<file path="src/rtl/mipi_csi_pkg.sv">
// Shared constants and state encoding for the CSI-2 receive packet decoder.
package mipi_csi_pkg;

    localparam logic [5:0] DT_FS    = 6'h00;
    localparam logic [5:0] DT_FE    = 6'h01;
    localparam logic [5:0] DT_LS    = 6'h02;
    localparam logic [5:0] DT_LE    = 6'h03;
    localparam logic [5:0] DT_RAW8  = 6'h2A;
    localparam logic [5:0] DT_RAW10 = 6'h2B;
    localparam logic [5:0] DT_RAW12 = 6'h2C;

    localparam logic [7:0] SYNC_BYTE       = 8'hB8;
    localparam logic [5:0] LONG_PKT_MIN_DT = 6'h10;

    typedef enum logic [1:0] {
        ST_IDLE,
        ST_HEADER,
        ST_PAYLOAD,
        ST_WAIT_END
    } csi_state_e;

endpackage

</file>
<file path="src/rtl/mipi_csi_ecc_calc.sv">
// CSI-2 packet header ECC: six parity bits over the 24-bit {WC, DI} word.
module mipi_csi_ecc_calc (
    input  logic [23:0] data_i,
    output logic [5:0]  ecc_o
);

    // Each mask selects the data bits covered by one parity bit.
    assign ecc_o[0] = ^(data_i & 24'hF12CB7);
    assign ecc_o[1] = ^(data_i & 24'hF2555B);
    assign ecc_o[2] = ^(data_i & 24'h749A6D);
    assign ecc_o[3] = ^(data_i & 24'hB8E38E);
    assign ecc_o[4] = ^(data_i & 24'hDF03F0);
    assign ecc_o[5] = ^(data_i & 24'hEFFC00);

endmodule

</file>
<file path="src/rtl/mipi_csi_rx_packet_decoder_nlane.sv">
// N-lane CSI-2 packet decoder: sync detect, header parse, payload streaming.
// Header ECC checking is enabled by defining MIPI_CSI_RX_ECC_CHECK_EN.
module mipi_csi_rx_packet_decoder_nlane
    import mipi_csi_pkg::*;
#(
    parameter int          LANES  = 2,
    parameter logic [15:0] MAX_WC = 16'hFFFF
) (
    input  logic                 clk_i,
    input  logic                 reset_i,
    input  logic                 data_valid_i,
    input  logic [8*LANES-1:0]   data_i,
    output logic                 output_valid_o,
    output logic [8*LANES-1:0]   data_o,
    output logic [LANES-1:0]     keep_o,
    output logic                 last_o,
    output logic [15:0]          packet_length_o,
    output logic [5:0]           packet_type_o,
    output logic [1:0]           virtual_channel_o,
    output logic                 short_pkt_valid_o,
    output logic                 ecc_error_o
);

    localparam int          KW       = $clog2(LANES) + 1;
    localparam logic [1:0]  HDR_LAST = 2'(4 / LANES - 1);
    localparam logic [15:0] LANES_W  = 16'(LANES);
    localparam logic [LANES-1:0] ONES = {LANES{1'b1}};

    csi_state_e         state_q, state_d;
    logic [1:0]         hdr_cnt_q, hdr_cnt_d;
    logic [23:0]        hdr_buf_q, hdr_buf_d;
    logic [23:0]        hdr_now;
    logic [15:0]        remain_q, remain_d;
    logic               valid_q, valid_d;
    logic [8*LANES-1:0] data_q, data_d;
    logic [LANES-1:0]   keep_q, keep_d;
    logic [LANES-1:0]   keep_rem;
    logic               last_q, last_d;
    logic [15:0]        len_q, len_d;
    logic [5:0]         type_q, type_d;
    logic [1:0]         vc_q, vc_d;
    logic               short_q, short_d;
    logic               err_q, err_d;
    logic               ecc_bad;

    // DI and WC bytes seen so far, with the current beat's bytes merged in place.
    always_comb begin
        hdr_now = hdr_buf_q;
        for (int b = 0; b < 3; b++) begin
            if (2'(b / LANES) == hdr_cnt_q) begin
                hdr_now[8*b +: 8] = data_i[8*(b % LANES) +: 8];
            end
        end
    end

`ifdef MIPI_CSI_RX_ECC_CHECK_EN
    logic [5:0] ecc_calc;

    mipi_csi_ecc_calc u_ecc (
        .data_i (hdr_now),
        .ecc_o  (ecc_calc)
    );

    // The ECC byte is always the last header byte, so it is in the current beat.
    assign ecc_bad = (ecc_calc != data_i[8*(3 % LANES) +: 6]);
`else
    assign ecc_bad = 1'b0;
`endif

    assign keep_rem = ~(ONES << remain_q[KW-1:0]);

    always_comb begin
        state_d   = state_q;
        hdr_cnt_d = hdr_cnt_q;
        hdr_buf_d = hdr_buf_q;
        remain_d  = remain_q;
        valid_d   = 1'b0;
        data_d    = '0;
        keep_d    = '0;
        last_d    = 1'b0;
        short_d   = 1'b0;
        err_d     = 1'b0;
        len_d     = len_q;
        type_d    = type_q;
        vc_d      = vc_q;

        case (state_q)
            ST_IDLE: begin
                if (data_valid_i && data_i == {LANES{SYNC_BYTE}}) begin
                    state_d   = ST_HEADER;
                    hdr_cnt_d = 2'd0;
                end
            end
            ST_HEADER: begin
                if (!data_valid_i) begin
                    state_d = ST_IDLE;
                    err_d   = 1'b1;
                end else if (hdr_cnt_q != HDR_LAST) begin
                    hdr_cnt_d = hdr_cnt_q + 2'd1;
                    hdr_buf_d = hdr_now;
                end else begin
                    state_d = ST_WAIT_END;
                    // Rejected headers leave the previously latched fields untouched.
                    if (ecc_bad) begin
                        err_d = 1'b1;
                    end else if (hdr_now[5:0] < LONG_PKT_MIN_DT) begin
                        short_d = 1'b1;
                        len_d   = hdr_now[23:8];
                        type_d  = hdr_now[5:0];
                        vc_d    = hdr_now[7:6];
                    end else if (hdr_now[23:8] == 16'd0) begin
                        len_d  = hdr_now[23:8];
                        type_d = hdr_now[5:0];
                        vc_d   = hdr_now[7:6];
                    end else if (hdr_now[23:8] > MAX_WC) begin
                        err_d = 1'b1;
                    end else begin
                        len_d    = hdr_now[23:8];
                        type_d   = hdr_now[5:0];
                        vc_d     = hdr_now[7:6];
                        remain_d = hdr_now[23:8];
                        state_d  = ST_PAYLOAD;
                    end
                end
            end
            ST_PAYLOAD: begin
                if (!data_valid_i) begin
                    state_d = ST_IDLE;
                    err_d   = 1'b1;
                end else begin
                    valid_d = 1'b1;
                    data_d  = data_i;
                    if (remain_q > LANES_W) begin
                        keep_d   = ONES;
                        remain_d = remain_q - LANES_W;
                    end else begin
                        keep_d   = keep_rem;
                        remain_d = 16'd0;
                        last_d   = 1'b1;
                        state_d  = ST_WAIT_END;
                    end
                end
            end
            ST_WAIT_END: begin
                if (!data_valid_i) begin
                    state_d = ST_IDLE;
                end
            end
            default: state_d = ST_IDLE;
        endcase
    end

    always_ff @(posedge clk_i or posedge reset_i) begin
        if (reset_i) begin
            state_q   <= ST_IDLE;
            hdr_cnt_q <= 2'd0;
            hdr_buf_q <= 24'd0;
            remain_q  <= 16'd0;
            valid_q   <= 1'b0;
            data_q    <= '0;
            keep_q    <= '0;
            last_q    <= 1'b0;
            len_q     <= 16'd0;
            type_q    <= 6'd0;
            vc_q      <= 2'd0;
            short_q   <= 1'b0;
            err_q     <= 1'b0;
        end else begin
            state_q   <= state_d;
            hdr_cnt_q <= hdr_cnt_d;
            hdr_buf_q <= hdr_buf_d;
            remain_q  <= remain_d;
            valid_q   <= valid_d;
            data_q    <= data_d;
            keep_q    <= keep_d;
            last_q    <= last_d;
            len_q     <= len_d;
            type_q    <= type_d;
            vc_q      <= vc_d;
            short_q   <= short_d;
            err_q     <= err_d;
        end
    end

    assign output_valid_o    = valid_q;
    assign data_o            = data_q;
    assign keep_o            = keep_q;
    assign last_o            = last_q;
    assign packet_length_o   = len_q;
    assign packet_type_o     = type_q;
    assign virtual_channel_o = vc_q;
    assign short_pkt_valid_o = short_q;
    assign ecc_error_o       = err_q;

endmodule
</file>
<file path="config.mk">
export PLATFORM = sky130hd
export DESIGN_NAME = mipi_csi_rx_packet_decoder_nlane
export DESIGN_NICKNAME = d
export VERILOG_FILES = /design/src/rtl/mipi_csi_pkg.sv /design/src/rtl/mipi_csi_ecc_calc.sv /design/src/rtl/mipi_csi_rx_packet_decoder_nlane.sv
export SDC_FILE = /design/constraint.sdc
export NUM_CORES = 1
export LEC_CHECK = 0
export CORE_MARGIN = 10
export CORE_UTILIZATION = 63
export DETAILED_ROUTE_END_ITERATION = 16
export DONT_BUFFER_PORTS = 1
export GPL_TIMING_DRIVEN = 0
export PLACE_DENSITY = 0.83
export RECOVER_POWER = 25
export SLEW_MARGIN = 20
export SYNTH_ARGS = -nofsm -noshare
export SYNTH_HDL_FRONTEND = slang
export SYNTH_SLANG_ARGS = --single-unit
export TNS_END_PERCENT = 100
</file>
<file path="constraint.sdc">
create_clock -name clk_i -period 3.3 [get_ports clk_i]
set_clock_uncertainty 0.1 [all_clocks]
set_input_delay 0.66 -clock clk_i [delete_from_list [all_inputs] [get_ports clk_i]]
set_output_delay 0.66 -clock clk_i [all_outputs]
set_load 0.05 [all_outputs]
</file>
==> summary by stage, run 1 <==
Clock tree
The maximum level of the CTS H-tree is 3. The clock slew at the register clock pins of the worst setup and hold paths is roughly 0.090 ns. The later-pin clock latency in the skew report is 0.36 ns. The root buffer cell is clkbuf_8. The number of gates given a new drive strength after cts is 0. The number of buffers created by CTS is 9. Counting every sink on the clock net gives 90. In this run, post-CTS hold repair placed 0 buffers.

The post-CTS setup buffer count is 0. No sink is reached through more buffers than the 2 on the longest clock path. TritonCTS built the clock tree.

Global route
The number of global-route vias before repair is 3226. The global-route wire length before repair is approximately 17000 microns. Entering global routing, the biggest net connects 58 pins.

The initial antenna violation count is 0. Across every metal layer, demand over resource in global routing totals 0.204. Global routing finished with a remaining overflow of 0.

Drt
After detailed routing, the average wire length per cell comes to 21.1 microns. The number of nets with antenna violations after routing is 0. The DRC violation count after routing is 0.

In this run, the number of DRC markers left after iteration 0 of detailed routing was 300. The first detailed-routing pass took 5 iterations. The routed layout has 3253 vias.

The total length of routed wires is roughly 10000 microns. Using the TritonRoute via totals, the vias-per-cell ratio works out to 6.57.

STA
Once routing completed, OpenROAD measured the worst setup slack at between 0.7 and 0.8 ns. The post-route minimum period is approximately 2.5 ns. The final number of setup-violating endpoints is 0. The hold violation total from the final report is 0. Dividing the final minimum period by the clock period gives 0.768. At the pin with the least slew margin, the transition time is roughly 1.5 ns.

Setup repair after global routing left no endpoint under its margin. In this run the tightest slew margin relative to its limit is 0.0230. Hold is met by around 0.35 ns. The number of pins exceeding their max-slew limit in the final report is 0. The maximum clock frequency is 0.395 GHz.

Synthesis
The count of mapped cells out of synthesis is 398. The share of synthesized area in the top cell type comes to 0.515. The mean area per synthesized cell is ~11 sq um. Ranked by instance count, the synthesized netlist is headed by dfrtp_1, o21ai_0, mux2i_1. The most numerous cell in the Yosys netlist is dfrtp_1. Yosys mapped the design onto between 50 and 60 distinct sky130hd cell types. The sequential area share after synthesis is 0.515. The prevailing post-synth register cell is dfrtp_1. For this run, asynchronously set or reset flops after synthesis account for 1.00. By area the synthesized netlist is led by dfrtp_1, mux2_2, mux2i_1, o21ai_0, o22ai_2. The synthesized design contains 90 register bits. For this run, the number of Yosys warnings is 0. Yosys mapped a number of flops with a built-in enable equal to 0. The net count after synthesis is ~420.

The netlist area before placement is between 0.004 and 0.005 sq mm. The cell accounting for the most synthesized area is dfrtp_1.

Die
The initial utilization of the core area, before any placement, comes to 0.647. The number of core rows is 30. The die boundary width is 103 microns. The die is just over 100 microns tall. The top-level port count is between 60 and 70. The floorplan step defined a die boundary enclosing roughly 0.011 sq mm. The total area inside the core boundary comes to about 0.0068 sq mm.

Flow run
The max-cap violation count is 0.

Final layout
The utilization of the core after routing is 0.693. The post-route cell area is between 0.004 and 0.005 sq mm. The fraction of final layout cells sized beyond drive strength 1 is 0.186. The net total in the final layout is approximately 440. The layout has between 400 and 500 filler cells.

The signed area change from the synthesized netlist to the final layout is 7.10%. The number of diodes added for antenna fixing is 0.

Power and ir drop
VDD sags by at most 634 uV. The leakage power of the design is around 2.2 nW. The ratio of total power to cell area is 1110 mW/mm^2.

Critical path
The stage delay of the slowest cell on the critical path is about 1.2 ns. The setup check on the worst reg-to-reg path leaves a slack of around 0.8 ns. Walking the worst path, the cells encountered are clkinvlp_2 > clkbuf_2. The count of cells along the worst register-to-register path is 8. In this run the number of cells on the critical path is 2.

The worst path buffer plus inverter count is 2. At the worst endpoint, the required time is between 3 and 4 ns. The start of the worst register-to-register path is hdr_cnt_q[0]. The type of element capturing the critical path is an async pin.

The element type at the critical path start is a primary input. The kind of cell with the highest combined delay along the critical path is buffers and inverters. The worst setup path is of the primary input to async pin kind. The endpoint of the most critical setup path is hdr_cnt_q[1]. STA puts the critical path data arrival time at between 2 and 3 ns. Tracing the worst setup path back leads to its startpoint at reset_i. Of all nets on the critical path, the largest fanout is 57. For this design, the slowest cell found on the critical path is clkbuf_2. In this run the critical register-to-register path is captured at remain_q[1].

Placed design
The sum of net half-perimeters after detailed placement is between 7000 and 8000 microns. The placement-stage cell area is between 0.004 and 0.005 sq mm. The worst slack at placement is ~0.80 ns.

The count of input and output buffers is 0. The last weighted congestion value of the routability-driven placer is slightly below 0.9.

Status
The run finished with clean final reports.

Worst hold path
The worst hold path belongs to the class primary input to flip-flop.
## stage by stage
step	power, mW	cells	TNS [ns]
final	5.18	495	0
after global routing	5.49	495	0
after detailed placement	4.40	479	0
after CTS	5.17	495	0
after floorplan	3.91	398	0
after global placement	4.31	478	-56.87
## placed cells by master, fill, tap and decap left out, types with 7 or more instances in the layout
cell	count
o22ai_2	10
ha_1	7
clkbuf_1	19
mux2i_1	27
nor3_1	20
nand2_1	25
a31oi_1	7
inv_1	12
a21oi_1	14
clkbuf_8	11
o21ai_0	33
nor2_1	26
and3_1	17
mux2_2	25
dfrtp_1	90
## logic make-up after synthesis
group | synth area share
and+or+nand+nor | 0.140
buffers and inverters | 0.0507
muxes | 0.129
adders and majority gates | 0.0200
AOI/OAI and AO/OA | 0.145
DFF | 0.515
## power breakdown
group          total [mW]  leakage (nW)  switching (mW)  internal (mW)
Sequential           2.28          1.17           0.818           1.46
Combinational        2.13         0.922            1.22          0.906
Clock               0.773         0.101           0.396          0.377
## flip-flops by register name, indices dropped and copies added (netlist names), 2 cells and up
register	cells
packet_type_o	6
remain_q	16
data_o	16
virtual_channel_o	2
packet_length_o	16
hdr_cnt_q	2
hdr_buf_q	24
state_q	2
keep_o	2
## how the worst min path moves through the flow
stage                        startpoint            end  slack [ns]  cells past startpoint
final                         data_i[7]   hdr_buf_q[7]        0.35                      1
after global routing          data_i[2]   hdr_buf_q[2]        0.34                      1
after CTS                       reset_i    remain_q[3]        0.09                      1
after detailed placement  hdr_buf_q[19]  hdr_buf_q[19]        0.37                      1
after global placement    hdr_buf_q[19]  hdr_buf_q[19]        0.36                      1
after floorplan           hdr_buf_q[19]  hdr_buf_q[19]        0.35                      1
## layout make-up
cell class	count	area, sq um	area share
buffer	29	173	0.0369
timing repair buffer	1	5.00	0.00107
tap	80	100	0.0214
sequential	90	2250	0.481
multi-input combinational	266	1900	0.405
clock inverter	5	62.6	0.0134
clock buffer	11	141	0.0302
inverter	13	50.0	0.0107
## routing by layer
| layer | vias up | wire length, microns | GRT usage |
|---|---|---|---|
| met4 | 0 | 226 | 0.0642 |
| met3 | 30 | 875 | 0.0551 |
| met2 | 146 | 4980 | 0.344 |
| met1 | 1624 | 4380 | 0.248 |
| met5 | - | 0 | 0 |
| li1 | 1453 | - | - |
(Power assumes the default switching activity.)
==> run 2: changes to the inputs <==
==> constraint.sdc (replaced) <==
create_clock -name clk_i -period 2.4 [get_ports clk_i]
set_clock_uncertainty 0.1 [all_clocks]
set_input_delay 0.48 -clock clk_i [delete_from_list [all_inputs] [get_ports clk_i]]
set_output_delay 0.48 -clock clk_i [all_outputs]
set_load 0.05 [all_outputs]
==> summary by stage, run 2 (same netlist as run 1, synthesis figures left out) <==
Final layout
The fraction of final layout cells sized beyond drive strength 1 is 0.203. The net count of the finished layout is 440. Leaving out fill and tap cells, the most frequent cell in the layout is dfrtp_1. The signed area change from the synthesized netlist to the final layout is 8.79%. The flip-flop count of the largest register after layout is 24. In the layout the commonest cells are dfrtp_1, o21ai_0, mux2i_1.

The register containing the most flip-flops in the final layout is hdr_buf_q. The number of diodes added for antenna fixing is 0.

Power and ir drop
The switching power as a share of total power is 0.476. Summed over all nets, the switching power comes to 3.46 mW. The share of total power dissipated in sequential elements is 0.432. For this design the ratio of total power to cell area is approximately 1500 mW/mm^2.

After layout, the design draws a total of ~7.3 mW. The leakage power of the design is 2.23 nW. The share of total power dissipated in combinational logic is 0.422. Cell internal power was estimated by the tool at around 3.8 mW.

The worst voltage drop across the vdd grid is 850 uV. The proportion of power drawn by the clock network is 0.146.

STA
Measured against its own limit, the worst slew margin works out to 0.292. The slew at the pin closest to its max-slew limit is ~1.1 ns. The worst path needs ~2.4 ns of the cycle, external delays included. The share of the clock period used by the worst path is 0.991.

The final number of setup-violating endpoints is 0. Once routing completed, OpenROAD measured the worst setup slack at around 0.022 ns. The number of pins exceeding their max-slew limit in the final report is 0. The post-route worst hold slack is roughly 0.16 ns. The maximum clock frequency is approximately 0.42 GHz. The hold violation total from the final report is 0.

Die
The top-level port count is 65. The die height is 103 microns. The die boundary width is 103 microns. In this run the core area contains 30 standard-cell rows.

The area of the core region is 0.00676 sq mm. The floorplan die area is about 0.011 sq mm. The initial utilization of the core area, before any placement, comes to 0.647.

Critical path
The top fanout value on the critical path is 6. Setup slack on the worst reg-to-reg path comes out at 0.02 ns. The worst register-to-register path begins at hdr_cnt_q[0]. The critical path launch point is hdr_cnt_q[0]. The count of cells along the worst register-to-register path is 8. The category of the critical setup timing path is flip-flop to flip-flop. In this run the worst setup path terminates at remain_q[1]. The stage delay of the slowest cell on the critical path is roughly 0.40 ns.

The data required time at the worst endpoint is between 2 and 3 ns. The worst register-to-register path ends at remain_q[1]. The critical path goes through inv_1 > ha_1 > or2b_1 > nor4_2 > o221ai_2 > o21ai_4 > o21a_4 > mux2_1. STA classifies the critical path endpoint as a flip-flop. The worst setup path is launched from a flip-flop. The largest individual stage delay along the critical path comes from the cell dfrtp_1. For the worst setup path, the data arrival time is 2.52 ns.

Global route
The maximum number of pins on one net before global-route repair is 35. The number of global-route vias before repair came to between 3000 and 4000. The initial antenna violation count is 0. For this run, the total global-route usage over all layers was measured as 0.208. For this run the aggregate overflow at the end of global routing stands at 0. The global-route wire length before repair is ~17000 microns.

Placed design
The worst slack at placement is -0.0316 ns. After legalization and detailed placement, the total HPWL measured roughly 7700 microns. At the end of routability-driven placement, the weighted congestion stood at 0.879.

Port buffering added 0 buffers.

Drt
For this block, the routed nets add up to ~11000 microns of wire. The DRC violation count after routing is 0. In the final routed layout, each cell accounts on average for approximately 22 microns. The detailed router placed 3271 vias in this run. The via density per instance is 6.56.

After the first detailed-routing iteration, the DRC count stood at 238. In this run the remaining antenna-violating nets after routing total 0. For this run, the detailed router's first-pass iteration total came to 5.

Clock tree
The clock sink total is 90. TritonCTS built the clock tree. The maximum level of the CTS H-tree is 3. The clock slew at the register clock pins of the worst setup and hold paths is about 0.10 ns. The later-pin clock latency in the skew report is between 0.3 and 0.4 ns. The buffer depth of the longest clock path is 2. The number of buffers created by CTS is 9. The root buffer cell is clkbuf_8.

Flow run
Across the run, the number of max-cap violations was 0.

Worst hold path
In this run the worst hold path is classified as primary input to flip-flop. The number of cells on the worst hold path is 1.

Status
The flow ran to the end, and the final reports show no timing, DRC or antenna violations.
==> run 2: cell types whose count changed in the layout (fill, tap and decap cells not counted), moves of 2 or more <==
cell	before	now
inv_6	0	4
buf_4	1	4
clkbuf_1	19	17
nand3_1	4	2
nand3_2	1	3
==> run 2: routing by layer <==
metal,vias to the layer above,share of wire,global-route usage
met5,-,0,0
met4,0,0.023,0.0845
met3,23,0.083,0.0518
met2,151,0.47,0.333
met1,1634,0.43,0.265
li1,1463,-,-
==> run 2: how the worst min path moves through the flow <==
stage / slack, ns / from / end
final: 0.16 / data_i[2] / hdr_buf_q[2]
after floorplan: 0.35 / hdr_buf_q[19] / hdr_buf_q[19]
after global placement: 0.37 / hdr_buf_q[20] / hdr_buf_q[20]
after global routing: 0.15 / data_i[8] / hdr_buf_q[8]
after CTS: 0.15 / data_i[6] / packet_length_o[14]
after detailed placement: 0.33 / reset_i / packet_length_o[3]
==> run 2: critical path, delay by kind of cell (launching register included) <==
family | cells | cell delay [ns]
AO/OA/AOI/OAI | 3 | 0.66
AND/OR/NAND/NOR | 2 | 0.43
flip-flops | 1 | 0.40
multiplexers | 1 | 0.32
adder cells (fa/ha/maj) | 1 | 0.24
buffers and inverters | 1 | 0.10
==> run 2: stage by stage <==
step,cell area [sq um],setup TNS (ns),instances,utilization
floorplan,4380,0,398,-
global placement,4480,0,478,0.662
detailed placement,4520,-0.0316,480,0.668
CTS,4730,-0.00454,497,0.700
global route,4760,-0.00514,499,0.704
finish,4760,0,499,0.704
==> run 2: area by class of cell <==
class / count / area (sq um)
buffer: 29 / 179
clock buffer: 9 / 124
clock inverter: 7 / 75.1
fill: 490 / 2000
inverter: 13 / 50.0
multi-input combinational: 266 / 1930
sequential: 90 / 2250
tap: 80 / 100
timing repair buffer: 5 / 50.0
==> run 2: power groups by stage <==
stage / sequential, mW / clock [mW] / combinational (mW)
2_1_floorplan: 3.04 / 0 / 2.33
3_3_place_gp: 3.14 / 0 / 2.78
3_5_place_dp: 3.17 / 0 / 2.89
4_1_cts: 3.14 / 1.07 / 2.92
5_1_grt: 3.21 / 1.13 / 3.33
6_report: 3.15 / 1.06 / 3.07
==> run 2: what timing repair did <==
item,CTS,global route
setup buffers,0,2
gates resized for setup,1,10
endpoints found under the hold margin,23,0
pin swaps,2,1
hold buffers,1,0
setup endpoints to repair,2,22
